--- src/rtl/axis_eth_tx_framer.sv ---
// Purpose: sends the 6-word MAC TX control packet, then forwards one frame via a 1-beat slice, zero-padding runts.
// Latency: first txd beat valid 1 cycle after its input accept; no txd beat before the last txc handshake.
// Backpressure: txc/txd tready stall the FSM in place; input tready only in DATA, slice runs with no bubbles.
module axis_eth_tx_framer #(
  parameter int unsigned MIN_FRAME_BYTES = 60,
  parameter bit          PAD_EN          = 1'b1,
  parameter logic [3:0]  TXC_FLAG        = 4'hA
) (
  input  logic        axis_clk,
  input  logic        axis_aresetn,
  input  logic        tx_en,
  input  logic [31:0] s_axis_eth_tdata,
  input  logic [3:0]  s_axis_eth_tkeep,
  input  logic        s_axis_eth_tvalid,
  output logic        s_axis_eth_tready,
  input  logic        s_axis_eth_tlast,
  output logic [31:0] m_axis_txc_tdata,
  output logic [3:0]  m_axis_txc_tkeep,
  output logic        m_axis_txc_tvalid,
  input  logic        m_axis_txc_tready,
  output logic        m_axis_txc_tlast,
  output logic [31:0] m_axis_txd_tdata,
  output logic [3:0]  m_axis_txd_tkeep,
  output logic        m_axis_txd_tvalid,
  input  logic        m_axis_txd_tready,
  output logic        m_axis_txd_tlast,
  output logic        busy,
  output logic        frame_sent,
  output logic [15:0] frame_len_bytes
);

  typedef enum logic [2:0] {S_IDLE, S_CTRL, S_DATA, S_PAD, S_LAST} state_t;

  typedef struct packed {
    logic [31:0] dat;
    logic [3:0]  keep;
    logic        last;
  } beat_t;

  localparam logic [15:0] MIN_B = 16'(MIN_FRAME_BYTES);

  state_t      state_q, state_d;
  logic [2:0]  w_q, w_d;
  logic        txc_vld_q, txc_vld_d;
  beat_t       txd_q, txd_d;
  logic        txd_vld_q, txd_vld_d;
  logic [15:0] cnt_q, cnt_d;
  logic [15:0] len_q, len_d;
  logic        sent_q, sent_d;

  logic        txc_hs, txd_hs, slot_free, s_rdy, s_hs;
  logic [2:0]  keep_pop;
  logic [16:0] cnt_sum;
  logic [15:0] cnt_new, cnt_rnd, cnt_pad;
  logic [31:0] keep_mask;
  logic        long_enough, pad_last;

  assign txc_hs    = txc_vld_q && m_axis_txc_tready;
  assign txd_hs    = txd_vld_q && m_axis_txd_tready;
  assign slot_free = !txd_vld_q || m_axis_txd_tready;
  assign s_rdy     = (state_q == S_DATA) && slot_free;
  assign s_hs      = s_rdy && s_axis_eth_tvalid;
  assign cnt_pad   = cnt_q + 16'd4;
  assign pad_last  = (cnt_pad == MIN_B);

  // Byte accounting for the input beat: saturating sum, runt round-up and lane mask.
  always_comb begin
    keep_pop  = 3'd0;
    keep_mask = '0;
    for (int i = 0; i < 4; i++) begin
      keep_pop             = keep_pop + {2'b00, s_axis_eth_tkeep[i]};
      keep_mask[8*i +: 8]  = {8{s_axis_eth_tkeep[i]}};
    end
    cnt_sum     = {1'b0, cnt_q} + {14'b0, keep_pop};
    cnt_new     = cnt_sum[16] ? 16'hFFFF : cnt_sum[15:0];
    // Only used for runts, which are far below the saturation point.
    cnt_rnd     = (cnt_new + 16'd3) & ~16'd3;
    long_enough = (cnt_new >= MIN_B) || !PAD_EN;
  end

  // Next-state logic for the frame FSM, slice registers and counters.
  always_comb begin
    state_d   = state_q;
    w_d       = w_q;
    txc_vld_d = txc_vld_q;
    txd_d     = txd_q;
    txd_vld_d = txd_vld_q;
    cnt_d     = cnt_q;
    len_d     = len_q;
    sent_d    = 1'b0;
    case (state_q)
      S_IDLE: begin
        cnt_d = '0;
        if (tx_en && s_axis_eth_tvalid) begin
          state_d   = S_CTRL;
          txc_vld_d = 1'b1;
          w_d       = '0;
        end
      end
      S_CTRL: begin
        if (txc_hs) begin
          if (w_q == 3'd5) begin
            txc_vld_d = 1'b0;
            w_d       = '0;
            state_d   = S_DATA;
          end else begin
            w_d = w_q + 3'd1;
          end
        end
      end
      S_DATA: begin
        if (s_hs) begin
          txd_vld_d  = 1'b1;
          txd_d.dat  = s_axis_eth_tdata;
          txd_d.keep = s_axis_eth_tkeep;
          txd_d.last = 1'b0;
          cnt_d      = cnt_new;
          if (s_axis_eth_tlast) begin
            if (long_enough) begin
              txd_d.last = 1'b1;
              state_d    = S_LAST;
            end else begin
              // Runt: the partial beat becomes a full word with zeroed tail bytes.
              txd_d.dat  = s_axis_eth_tdata & keep_mask;
              txd_d.keep = 4'hF;
              cnt_d      = cnt_rnd;
              // Rounding up may already reach the minimum (e.g. 57 bytes), so no pad words follow.
              if (cnt_rnd >= MIN_B) begin
                txd_d.last = 1'b1;
                state_d    = S_LAST;
              end else begin
                state_d = S_PAD;
              end
            end
          end
        end else if (txd_hs) begin
          txd_vld_d = 1'b0;
        end
      end
      S_PAD: begin
        if (slot_free) begin
          txd_vld_d  = 1'b1;
          txd_d.dat  = '0;
          txd_d.keep = 4'hF;
          txd_d.last = pad_last;
          cnt_d      = cnt_pad;
          if (pad_last) state_d = S_LAST;
        end
      end
      S_LAST: begin
        if (txd_hs) begin
          txd_vld_d = 1'b0;
          len_d     = cnt_q;
          sent_d    = 1'b1;
          state_d   = S_IDLE;
        end
      end
      default: state_d = S_IDLE;
    endcase
  end

  // State and output registers; reset drops any partial frame.
  always_ff @(posedge axis_clk or negedge axis_aresetn) begin
    if (!axis_aresetn) begin
      state_q   <= S_IDLE;
      w_q       <= '0;
      txc_vld_q <= 1'b0;
      txd_q     <= '0;
      txd_vld_q <= 1'b0;
      cnt_q     <= '0;
      len_q     <= '0;
      sent_q    <= 1'b0;
    end else begin
      state_q   <= state_d;
      w_q       <= w_d;
      txc_vld_q <= txc_vld_d;
      txd_q     <= txd_d;
      txd_vld_q <= txd_vld_d;
      cnt_q     <= cnt_d;
      len_q     <= len_d;
      sent_q    <= sent_d;
    end
  end

  assign s_axis_eth_tready = s_rdy;
  assign m_axis_txc_tvalid = txc_vld_q;
  assign m_axis_txc_tkeep  = {4{txc_vld_q}};
  assign m_axis_txc_tdata  = (txc_vld_q && (w_q == 3'd0)) ? {TXC_FLAG, 28'h0} : 32'h0;
  assign m_axis_txc_tlast  = txc_vld_q && (w_q == 3'd5);
  assign m_axis_txd_tvalid = txd_vld_q;
  assign m_axis_txd_tdata  = txd_q.dat;
  assign m_axis_txd_tkeep  = txd_q.keep;
  assign m_axis_txd_tlast  = txd_q.last;
  assign busy              = (state_q != S_IDLE);
  assign frame_sent        = sent_q;
  assign frame_len_bytes   = len_q;

endmodule

--- config.mk ---
export PLATFORM = sky130hd
export DESIGN_NAME = axis_eth_tx_framer
export DESIGN_NICKNAME = d
export VERILOG_FILES = /design/src/rtl/axis_eth_tx_framer.sv
export SDC_FILE = /design/constraint.sdc
export NUM_CORES = 1
export LEC_CHECK = 0
export ABC_AREA = 0
export BUFFER_PORTS_ARGS = -buffer_cell sky130_fd_sc_hd__buf_2
export CORE_ASPECT_RATIO = 2
export CORE_MARGIN = 5
export CORE_UTILIZATION = 45
export CTS_CLUSTER_DIAMETER = 40
export DETAILED_ROUTE_END_ITERATION = 8
export GPL_ROUTABILITY_DRIVEN = 0
export PLACE_DENSITY = 0.8
export SYNTH_ARGS = -nofsm -noshare
export SYNTH_HDL_FRONTEND = slang
export SYNTH_SLANG_ARGS = --single-unit
--- constraint.sdc ---
create_clock -name axis_clk -period 5.1 [get_ports axis_clk]
set_clock_uncertainty 0.1 [all_clocks]
set_input_delay 0.51 -clock axis_clk [delete_from_list [all_inputs] [get_ports axis_clk]]
set_output_delay 0.51 -clock axis_clk [all_outputs]
set_load 0.02 [all_outputs]
# Yosys cells after proc, flatten, opt, wreduce, memory -nomap -nowiden

Index checks and enable logic that the tools add are counted.

Bits of input ports: 43
Memories: 0
Bits in read-only memories: 0
Flip-flop bits (word level): 78
Bits in writable memories: 0
Latch bits: 0
Word-level logic and storage cells: 96
Output and inout port bits: 95

$mul: 0
Shift operators: 0
Reductions and logical operators: 23
$lt $le $gt $ge: 2
Equality and inequality tests: 14
Bitwise logic cells: 1
Add/subtract/negate cells: 7
Divide/modulo/power cells: 0
Muxes and demuxes: 39

Operator list:

| cell                    | number |
|---|---|
| $mux W37                | 3 |
| $mux W16                | 5 |
| $pmux W37 S2            | 1 |
| $pmux W16 S3            | 1 |
| $mux W3                 | 13 |
| $mux W36                | 1 |
| $and A32 B32 Y32        | 1 |
| $ge A16 B6 Y1 const B   | 2 |
| $mux W32                | 1 |
| $add A16 B3 Y17         | 1 |
| $add A16 B2 Y16 const B | 1 |
| $add A16 B3 Y16 const B | 1 |
| $eq A16 B6 Y1 const B   | 1 |
| $ne A2 B2 Y1 const B    | 8 |
| $pmux W3 S5             | 1 |
| $mux W1                 | 10 |
| $reduce_and A3 Y1       | 3 |
| $reduce_bool A3 Y1      | 3 |
| $reduce_and A8 Y1       | 1 |
| $logic_and A1 B1 Y1     | 7 |
| $eq A3 B2 Y1 const B    | 2 |
| $eq A3 B3 Y1 const B    | 2 |
| $logic_not A3 Y1        | 2 |
| $pmux W3 S2             | 1 |
| 12 further kinds        | 14 |

# Logic depth before layout (Yosys ltp)

Gate-level depths: netlist of the first run.

Depth after elaboration: 12
Depth in mapped cells: 14
Mapped depth without buffers: 13

# Worst setup path before layout of the first run

Ideal clock, no wire load.

Path type: input-to-reg
From: in s_axis_eth_tkeep[0]
To: reg txd_q (netlist bit m_axis_txd_tdata[0])
Stages: 14
Required time: 4.879 ns
Data arrival time: 3.728 ns
Path slack: 1.151 ns
Path buffers: 1
Library setup time: 0.121 ns
Cell sequence: fa_1 -> inv_1 -> fa_1 -> inv_1 -> fa_1 -> nand4_2 -> nor3_1 -> mux2i_1 -> o311ai_0 -> nand4b_1 -> or3_1 -> buf_6 -> o21a_4 -> a22o_1

Longest elaborated chain between the ends: 10
Elaborated cells on any way between the ends: 11
Classes of those cells: add/sub (4); order compare (1); mux (5); bitwise (1)

RTL lines:

| element              | line | RTL |
|---|---|---|
| from (decl)          | 13   | `input logic [3:0] s_axis_eth_tkeep,` |
| $add A1 B1 Y2        | 71   | `keep_pop = keep_pop + {2'b00, s_axis_eth_tkeep[i]};` |
| $add A2 B1 Y3        | 71   |  |
| $add A3 B1 Y3        | 71   |  |
| $add A16 B3 Y17      | 74   | `cnt_sum = {1'b0, cnt_q} + {14'b0, keep_pop};` |
| $mux W16             | 75   | `cnt_new = cnt_sum[16] ? 16'hFFFF : cnt_sum[15:0];` |
| $ge A16 B6 Y1        | 78   | `long_enough = (cnt_new >= MIN_B) \|\| !PAD_EN;` |
| $mux W36 (*)         | 119  | `if (long_enough) begin` |
| $mux W37 (*)         | 118  | `if (s_axis_eth_tlast) begin` |
| $mux W37 (*)         | 112  | `if (s_hs) begin` |
| $pmux W37 S2 (*)     | 91   | `case (state_q)` |
| to (signal assigned) | 177  | `txd_q <= txd_d;` |
| to (decl)            | 45   | `beat_t txd_q, txd_d;` |

Mark *: on every way between the ends. The rest lies on a longest branch, timed or not. The select of a mux whose other input is x is not followed.
A chain may end at the register's enable or synchronous reset.

# Final worst setup path of the first run

From: in s_axis_eth_tkeep[0]
To: reg txd_q (netlist bit m_axis_txd_tdata[21])

Longest elaborated chain between the ends: 10

RTL lines:

| element         | line |
|---|---|
| $add A1 B1 Y2   | 71 |
| $add A2 B1 Y3   | 71 |
| $add A3 B1 Y3   | 71 |
| $add A16 B3 Y17 | 74 |
| $mux W16        | 75 |
| $ge A16 B6 Y1   | 78 |
| $mux W36        | 119 |
| $mux W37        | 118 |
| $mux W37        | 112 |
| $pmux W37 S2    | 91 |

Every way passes these cells. The select of a mux whose other input is x is not followed.

==> impl_metrics.csv, run 1 <==
group,metric,value,unit
pwr,cellPowerDensity,580,mW/mm2
global_routing,first_pass_grt_wire_length,19.3,mm
clock_tree,worstSkewPairLatency,0.34,ns
timing,slew_violations,0,
timing,setup-tns-final,0,ns
detailed_routing,route.detailed.wl_per_inst,16.9,um
clock_tree,cts_tree,"built",
layout,most-common-layout-cells,"buf_2, dfrtp_1, nand2_1",
worst_setup_path,worstSetupStartpointType,"input pin",
layout,fill_cells,936,
detailed_routing,route.detailed.vias_per_inst,5.64,
layout,post_route_cells_drive_above_1_share,0.252,
synthesis,mappedNetlistArea,0.00461,mm2
floorplan,die_h,153,um
layout,multiInputGateArea,0.00222,mm2
synthesis,yosys_register_bits,78,
min_path,min-delay-path-class,"in2async",
place,port-buffer-count,107,
synthesis,post_synth_num_cell_types,71,
timing,post-route-min-period,4.18,ns
synthesis,synth_xor_area_frac,0.0266,
detailed_routing,drc,0,
global_routing,grt_start_max_net_pins,79,
clock_tree,clock-root-buffer,"clkbuf_16",
detailed_routing,drt_wl_total,12.1,mm
floorplan,die_x,81.6,um
place,placedInstanceArea,0.00495,mm2
layout,sequential_cell_area,0.00195,mm2
clock_tree,cts-root-to-sink-buffers,2,
detailed_routing,firstDrtPassIters,5,
layout,syn_to_final_growth,14.4,%
detailed_routing,vias,4046,
layout,stdcell_area,0.00527,mm2
timing,unrepaired_setup_endpoints_after_global_routing,"false",
clock_tree,cts_inserted_buffers,9,
floorplan,floorplan.core_area,0.0101,mm2
timing,worst-slew-pin-transition,0.956,ns
worst_setup_path,path_max_fanout,8,
synthesis,dominantRegCellSynth,"dfrtp_1",
global_routing,grt.total_usage,0.201,
place,place.detailed.hpwl,9.14,mm
detailed_routing,first_iter_violations,359,
timing,finalSetupViolations,0,
clock_tree,cts_hold_repair.buffers,0,
clock_tree,postCtsResizedCells,0,
timing,finalHoldViolations,0,
synthesis,synth-adder-area-share,0.0212,
layout,final_common_cell,"buf_2",
layout,diodes,0,
synthesis,yosys_warnings,0,
timing,fmax,0.239,GHz
status,run_status,"finished clean",
clock_tree,cts.reportedPaths.clkPinSlew,0.06,ns
synthesis,number_of_flops_mapped_to_enable_cells_by_yosys,0,
worst_setup_path,timing.critical_path.arrival,4.31,ns
synthesis,muxShareOfSynthArea,0.0117,
worst_setup_path,timing.reg2reg.worst_path_depth,12,
pwr,power.static_leakage,2.64,nW
worst_setup_path,end_kind,"flip-flop",
global_routing,antenna_violations_before_repair,0,
global_routing,gr-total-overflow,0,
synthesis,synth_seq_area_share,0.424,
synthesis,synthSimpleGateAreaFrac,0.193,
timing,slew_headroom,0.362,
synthesis,syn_avg_cell_area,9.29,um2
worst_setup_path,worst_ep_required,5.23,ns
timing,final_critical_path_share_of_the_clock_period,0.819,
floorplan,floorplan.rows,52,
layout,nNetsFinal,628,
synthesis,synthesis.instances,496,
synthesis,synth_top_family_by_area,"compound AO/OA/AOI/OAI gates",
place,pre_cts_slack,0.622,ns
synthesis,async_flop_share,1.00,
timing,fin_ws,0.922,ns
clock_tree,postCtsSetupBuffers,0,
detailed_routing,post_route_antenna_net_violation_count,0,
clock_tree,clkSinkCount,78,
worst_setup_path,setup.worst_path.class,"in2reg",
synthesis,complex_gate_fraction_of_the_synthesized_area,0.206,
pwr,max-vdd-ir-drop,329,uV
job,maxCapViolCount,0,
floorplan,start_util,0.457,
floorplan,design.die.area,0.0125,mm2
clock_tree,h_tree_depth,3,
floorplan,floorplan.io_pins,138,
global_routing,first_global_vias,4026,
==> critical path, stage by stage <==
cell and delay, ns:
buf_2 0.14, fa_1 0.53, inv_1 0.05, fa_1 0.38, inv_1 0.08, fa_1 0.31, nand4_2 0.21, nor3_1 0.29
mux2i_1 0.26, o311ai_0 0.15, nand4b_1 0.31, or3_1 0.58, o21a_4 0.29, a22o_1 0.20
==> layout make-up <==
| class | instances | share of cell area |
|---|---|---|
| multi-input combinational | 367 | 0.422 |
| timing repair buffer | 109 | 0.105 |
| clock buffer | 9 | 0.0427 |
| clock inverter | 6 | 0.0180 |
| tap | 135 | 0.0320 |
| inverter | 14 | 0.00997 |
| sequential | 78 | 0.370 |
==> cell families after synthesis <==
kind of cell / count (synthesis)
buffers and inverters: 80
AND/OR/NAND/NOR: 181
adder cells (fa/ha/maj): 6
XOR/XNOR: 14
flip-flops: 78
multiplexers: 5
AO/OA/AOI/OAI: 131
other: 1
==> through the flow <==
stage          hold WS [ns]  cells  utilization  power [W]
6_report              0.229    718        0.523    0.00306
3_3_place_gp          0.360    703        0.491    0.00233
5_1_grt               0.280    718        0.523    0.00324
4_1_cts               0.260    718        0.523    0.00307
3_5_place_dp          0.359    703        0.491    0.00237
2_1_floorplan         0.114    525            -    0.00203
==> path summary, 6_finish.rpt <==
path                                                 from  slack, ns                          endpoint
max                                   s_axis_eth_tkeep[0]       0.92  m_axis_txd_tdata[21]$_DFFE_PN0P_
max in group asynchronous                    axis_aresetn       4.07              cnt_q[8]$_DFFE_PN0P_
max reg2reg                          cnt_q[0]$_DFFE_PN0P_       1.31  m_axis_txd_tdata[21]$_DFFE_PN0P_
min in group axis_clk                 s_axis_eth_tdata[1]       0.28   m_axis_txd_tdata[1]$_DFFE_PN0P_
min reg2reg                frame_len_bytes[6]$_DFFE_PN0P_       0.37    frame_len_bytes[6]$_DFFE_PN0P_
min                                          axis_aresetn       0.23                w_q[1]$_DFFE_PN0P_
==> cells in the mapped netlist, types with 4 or more instances <==
| master | instances | area (um2) |
|---|---|---|
| o211ai_1 | 4 | 30.0 |
| buf_6 | 7 | 78.8 |
| dfrtp_1 | 78 | 1950 |
| nor4_1 | 7 | 43.8 |
| o22a_1 | 4 | 35.0 |
| nand4_1 | 4 | 25.0 |
| clkbuf_1 | 14 | 52.6 |
| nor2b_1 | 4 | 25.0 |
| o21ai_0 | 27 | 135 |
| a21oi_1 | 25 | 125 |
| nand2b_1 | 4 | 25.0 |
| nor3_1 | 11 | 55.1 |
| buf_4 | 36 | 270 |
| nor2_1 | 37 | 139 |
| xor2_1 | 4 | 35.0 |
| a31oi_1 | 6 | 37.5 |
| nand3_1 | 11 | 55.1 |
| inv_1 | 14 | 52.6 |
| a22o_1 | 37 | 324 |
| nand2_1 | 75 | 282 |
| o21a_4 | 4 | 60.1 |
| xnor2_1 | 10 | 87.6 |
==> registers in the layout, summed over array words and instances, names as in the netlist <==
name and flops:
cnt_q 16, m_axis_txd_tlast 1, m_axis_txc_tvalid 1, frame_sent 1, m_axis_txd_tvalid 1, m_axis_txd_tkeep 4, m_axis_txd_tdata 32, w_q 3
state_q 3, frame_len_bytes 16
==> routing by layer <==
layer | wire length (um) | GRT usage | vias up
met5 | 0 | 0 | -
met3 | 819 | 0.0536 | 64
met2 | 6330 | 0.345 | 216
li1 | - | - | 1853
met1 | 4200 | 0.207 | 1913
met4 | 785 | 0.127 | 0
==> where the power goes <==
part	internal, W	total (W)	switching (W)
sequential	0.000823	0.00104	0.000219
clock	0.000430	0.000683	0.000253
combinational	0.000489	0.00133	0.000845
total	0.00174	0.00306	0.00132
(Power assumes the default switching activity.)
==> run 2: changes to the inputs <==
Settings changed: ABC_AREA 0 to 1.
Clock period 5.1 ns to 4.2 ns, I/O delays scaled along.
==> run 2 against run 1 <==
Effect of this change: cell area rose by 6.2%; setup slack got worse by 0.26 ns; largest power group unchanged; critical path depth grew 4; via count increased by 11%; non-clock buffer count is 1 higher; global-route usage up 0.49 points; register-to-register slack got worse by 0.34 ns; flip-flop and latch count unchanged; total power up 5.4%; area after synthesis increased by 4.0%; sequential power rose by 5%; critical endpoint is now m_axis_txd_tdata[7]$_DFFE_PN0P_; sequential share of layout area is 2.2 points lower.
==> impl_metrics.csv, run 2 <==
group,metric,value,unit
status,run_status,"finished clean",
floorplan,design.die.area,0.0129,mm2
place,placedInstanceArea,0.00528,mm2
global_routing,first_pass_grt_wire_length,21.4,mm
clock_tree,h_tree_depth,3,
global_routing,antenna_violations_before_repair,0,
synthesis,synth.cells.most_frequent,"nand2_1, dfrtp_1, inv_1",
global_routing,first_global_vias,4593,
global_routing,gr-total-overflow,0,
clock_tree,clkSinkCount,78,
detailed_routing,vias,4472,
floorplan,floorplan.rows,53,
timing,final_critical_path_share_of_the_clock_period,0.843,
floorplan,die_h,156,um
synthesis,synth_seq_area_share,0.407,
worst_setup_path,path_max_fanout,8,
timing,finalSetupViolations,0,
worst_setup_path,timing.reg2reg.worst_path_depth,16,
worst_setup_path,setup.worst_path.class,"in2reg",
clock_tree,postCtsSetupBuffers,0,
clock_tree,postCtsResizedCells,0,
synthesis,number_of_flops_mapped_to_enable_cells_by_yosys,0,
pwr,max-vdd-ir-drop,271,uV
global_routing,grt.total_usage,0.206,
synthesis,synthesis.instances,643,
synthesis,yosys_warnings,0,
layout,stdcell_area,0.00560,mm2
timing,post-route-min-period,3.54,ns
worst_setup_path,setup.worst_path.start,"s_axis_eth_tkeep[0]",
place,placed_cells_incl_taps,868,
synthesis,post_synth_num_cell_types,39,
synthesis,synth_top_area_share,0.407,
floorplan,start_util,0.457,
layout,syn_to_final_growth,16.8,%
timing,setup-tns-final,0,ns
min_path,min-delay-path-class,"in2async",
worst_setup_path,worst_ep_required,4.32,ns
synthesis,async_flop_share,1.00,
layout,most-common-layout-cells,"nand2_1, buf_2, dfrtp_1",
synthesis,syn_avg_cell_area,7.45,um2
synthesis,mappedNetlistArea,0.00479,mm2
place,port-buffer-count,107,
detailed_routing,route.detailed.wl_per_inst,14.8,um
layout,largest_reg_flops,32,
floorplan,floorplan.io_pins,138,
job,maxCapViolCount,0,
synthesis,yosys_register_bits,78,
clock_tree,cts.reportedPaths.clkPinSlew,0.06,ns
global_routing,grt_start_max_net_pins,79,
timing,unrepaired_setup_endpoints_after_global_routing,"false",
worst_setup_path,regToRegEndpoint,"m_axis_txd_tdata[7]$_DFFE_PN0P_",
pwr,cellPowerDensity,576,mW/mm2
layout,nNetsFinal,791,
timing,hold_ws,0.137,ns
worst_setup_path,timing.critical_path.arrival,3.66,ns
detailed_routing,first_iter_violations,274,
layout,final_cells,884,
worst_setup_path,endpoint,"m_axis_txd_tdata[7]$_DFFE_PN0P_",
layout,final_common_cell,"nand2_1",
synthesis,synthMostInstantiatedCell,"nand2_1",
layout,diodes,0,
worst_setup_path,r2r_start,"cnt_q[0]$_DFFE_PN0P_",
clock_tree,cts-root-to-sink-buffers,2,
floorplan,die_x,83.0,um
worst_setup_path,end_kind,"flip-flop",
timing,slew_headroom,0.362,
clock_tree,cts_tree,"built",
synthesis,dominantRegCellSynth,"dfrtp_1",
layout,post_route_cells_drive_above_1_share,0.230,
floorplan,floorplan.core_area,0.0105,mm2
synthesis,synth.area.top_cells,"dfrtp_1, nand2_1, buf_4",
timing,fmax,0.282,GHz
clock_tree,cts_inserted_buffers,9,
detailed_routing,post_route_antenna_net_violation_count,0,
pwr,power.static_leakage,3.02,nW
worst_setup_path,reg2reg_setup_slack,0.97,ns
place,place.detailed.hpwl,10.2,mm
clock_tree,worstSkewPairLatency,0.33,ns
detailed_routing,drc,0,
synthesis,area_leader_netlist,"dfrtp_1",
detailed_routing,route.detailed.vias_per_inst,5.06,
clock_tree,clock-root-buffer,"clkbuf_16",
timing,finalHoldViolations,0,
worst_setup_path,worstSetupStartpointType,"input pin",
detailed_routing,firstDrtPassIters,4,
detailed_routing,drt_wl_total,13.1,mm
clock_tree,cts_hold_repair.buffers,0,
timing,worst-slew-pin-transition,0.957,ns
timing,slew_violations,0,
==> run 2: layout make-up <==
type / instances / area [um2]
tap: 137 / 171
clock buffer: 10 / 229
fill: 1004 / 4880
clock inverter: 6 / 86.3
multi-input combinational: 469 / 2320
timing repair buffer: 110 / 561
sequential: 78 / 1950
inverter: 74 / 280
==> run 2: metal layers <==
layer  vias up  routed length [um]  GRT usage
li1       2177                   -          -
met1      2061                4400      0.186
met2       184                7080      0.390
met3        50                 758     0.0433
met4         0                 808      0.158
met5         -                   0          0
==> run 2: worst min-delay path by stage <==
stage	slack, ns	cells past startpoint	startpoint	endpoint
after floorplan	0.02	0	axis_aresetn	cnt_q[0]$_DFFE_PN0P_
after global placement	0.36	2	m_axis_txd_tdata[23]$_DFFE_PN0P_	m_axis_txd_tdata[23]$_DFFE_PN0P_
after detailed placement	0.36	2	m_axis_txd_tdata[5]$_DFFE_PN0P_	m_axis_txd_tdata[5]$_DFFE_PN0P_
after CTS	0.18	1	axis_aresetn	frame_len_bytes[8]$_DFFE_PN0P_
after global routing	0.22	1	axis_aresetn	frame_len_bytes[8]$_DFFE_PN0P_
final	0.14	1	axis_aresetn	frame_len_bytes[8]$_DFFE_PN0P_
==> run 2: kinds of logic (layout without fill, tap and decap cells) <==
family / after synthesis / count (layout) / synth area share
XOR/XNOR: 17 / 17 / 0.0311
flip-flops: 78 / 78 / 0.407
buffers and inverters: 125 / 200 / 0.132
AND/OR/NAND/NOR: 351 / 351 / 0.332
other: 1 / 30 / 0.000782
AO/OA/AOI/OAI: 65 / 65 / 0.0765
adder cells (fa/ha/maj): 6 / 6 / 0.0204
==> run 2: metrics by stage <==
| step | util | worst slack, ns | total power, W |
|---|---|---|---|
| 2_1_floorplan | - | 0.866 | 0.00203 |
| 6_report | 0.534 | 0.660 | 0.00322 |
| 4_1_cts | 0.534 | 0.665 | 0.00325 |
| 3_5_place_dp | 0.504 | 0.327 | 0.00242 |
| 5_1_grt | 0.534 | 0.432 | 0.00344 |
| 3_3_place_gp | 0.504 | 0.454 | 0.00240 |
==> run 2: worst max-delay path, stage by stage <==
cell      delay (ns)
buf_2           0.13
fa_1            0.54
inv_1           0.06
fa_1            0.36
inv_1           0.11
fa_1            0.24
nand2_1         0.14
nor2_2          0.23
nand2_1         0.12
nor2_2          0.15
o21ai_1         0.11
nor2_1          0.10
nand3b_1        0.09
nor2_2          0.14
nand2_2         0.12
or2_1           0.42
nand3_2         0.12
nand2_1         0.06
==> run 2: where the power goes <==
group / switching (W) / total (W) / leakage (nW) / internal (W)
logic: 0.000940 / 0.00132 / 1.82 / 0.000380
clock network: 0.000294 / 0.000812 / 0.152 / 0.000519
registers: 0.000138 / 0.00109 / 1.04 / 0.000954
total: 0.00137 / 0.00322 / 3.02 / 0.00185
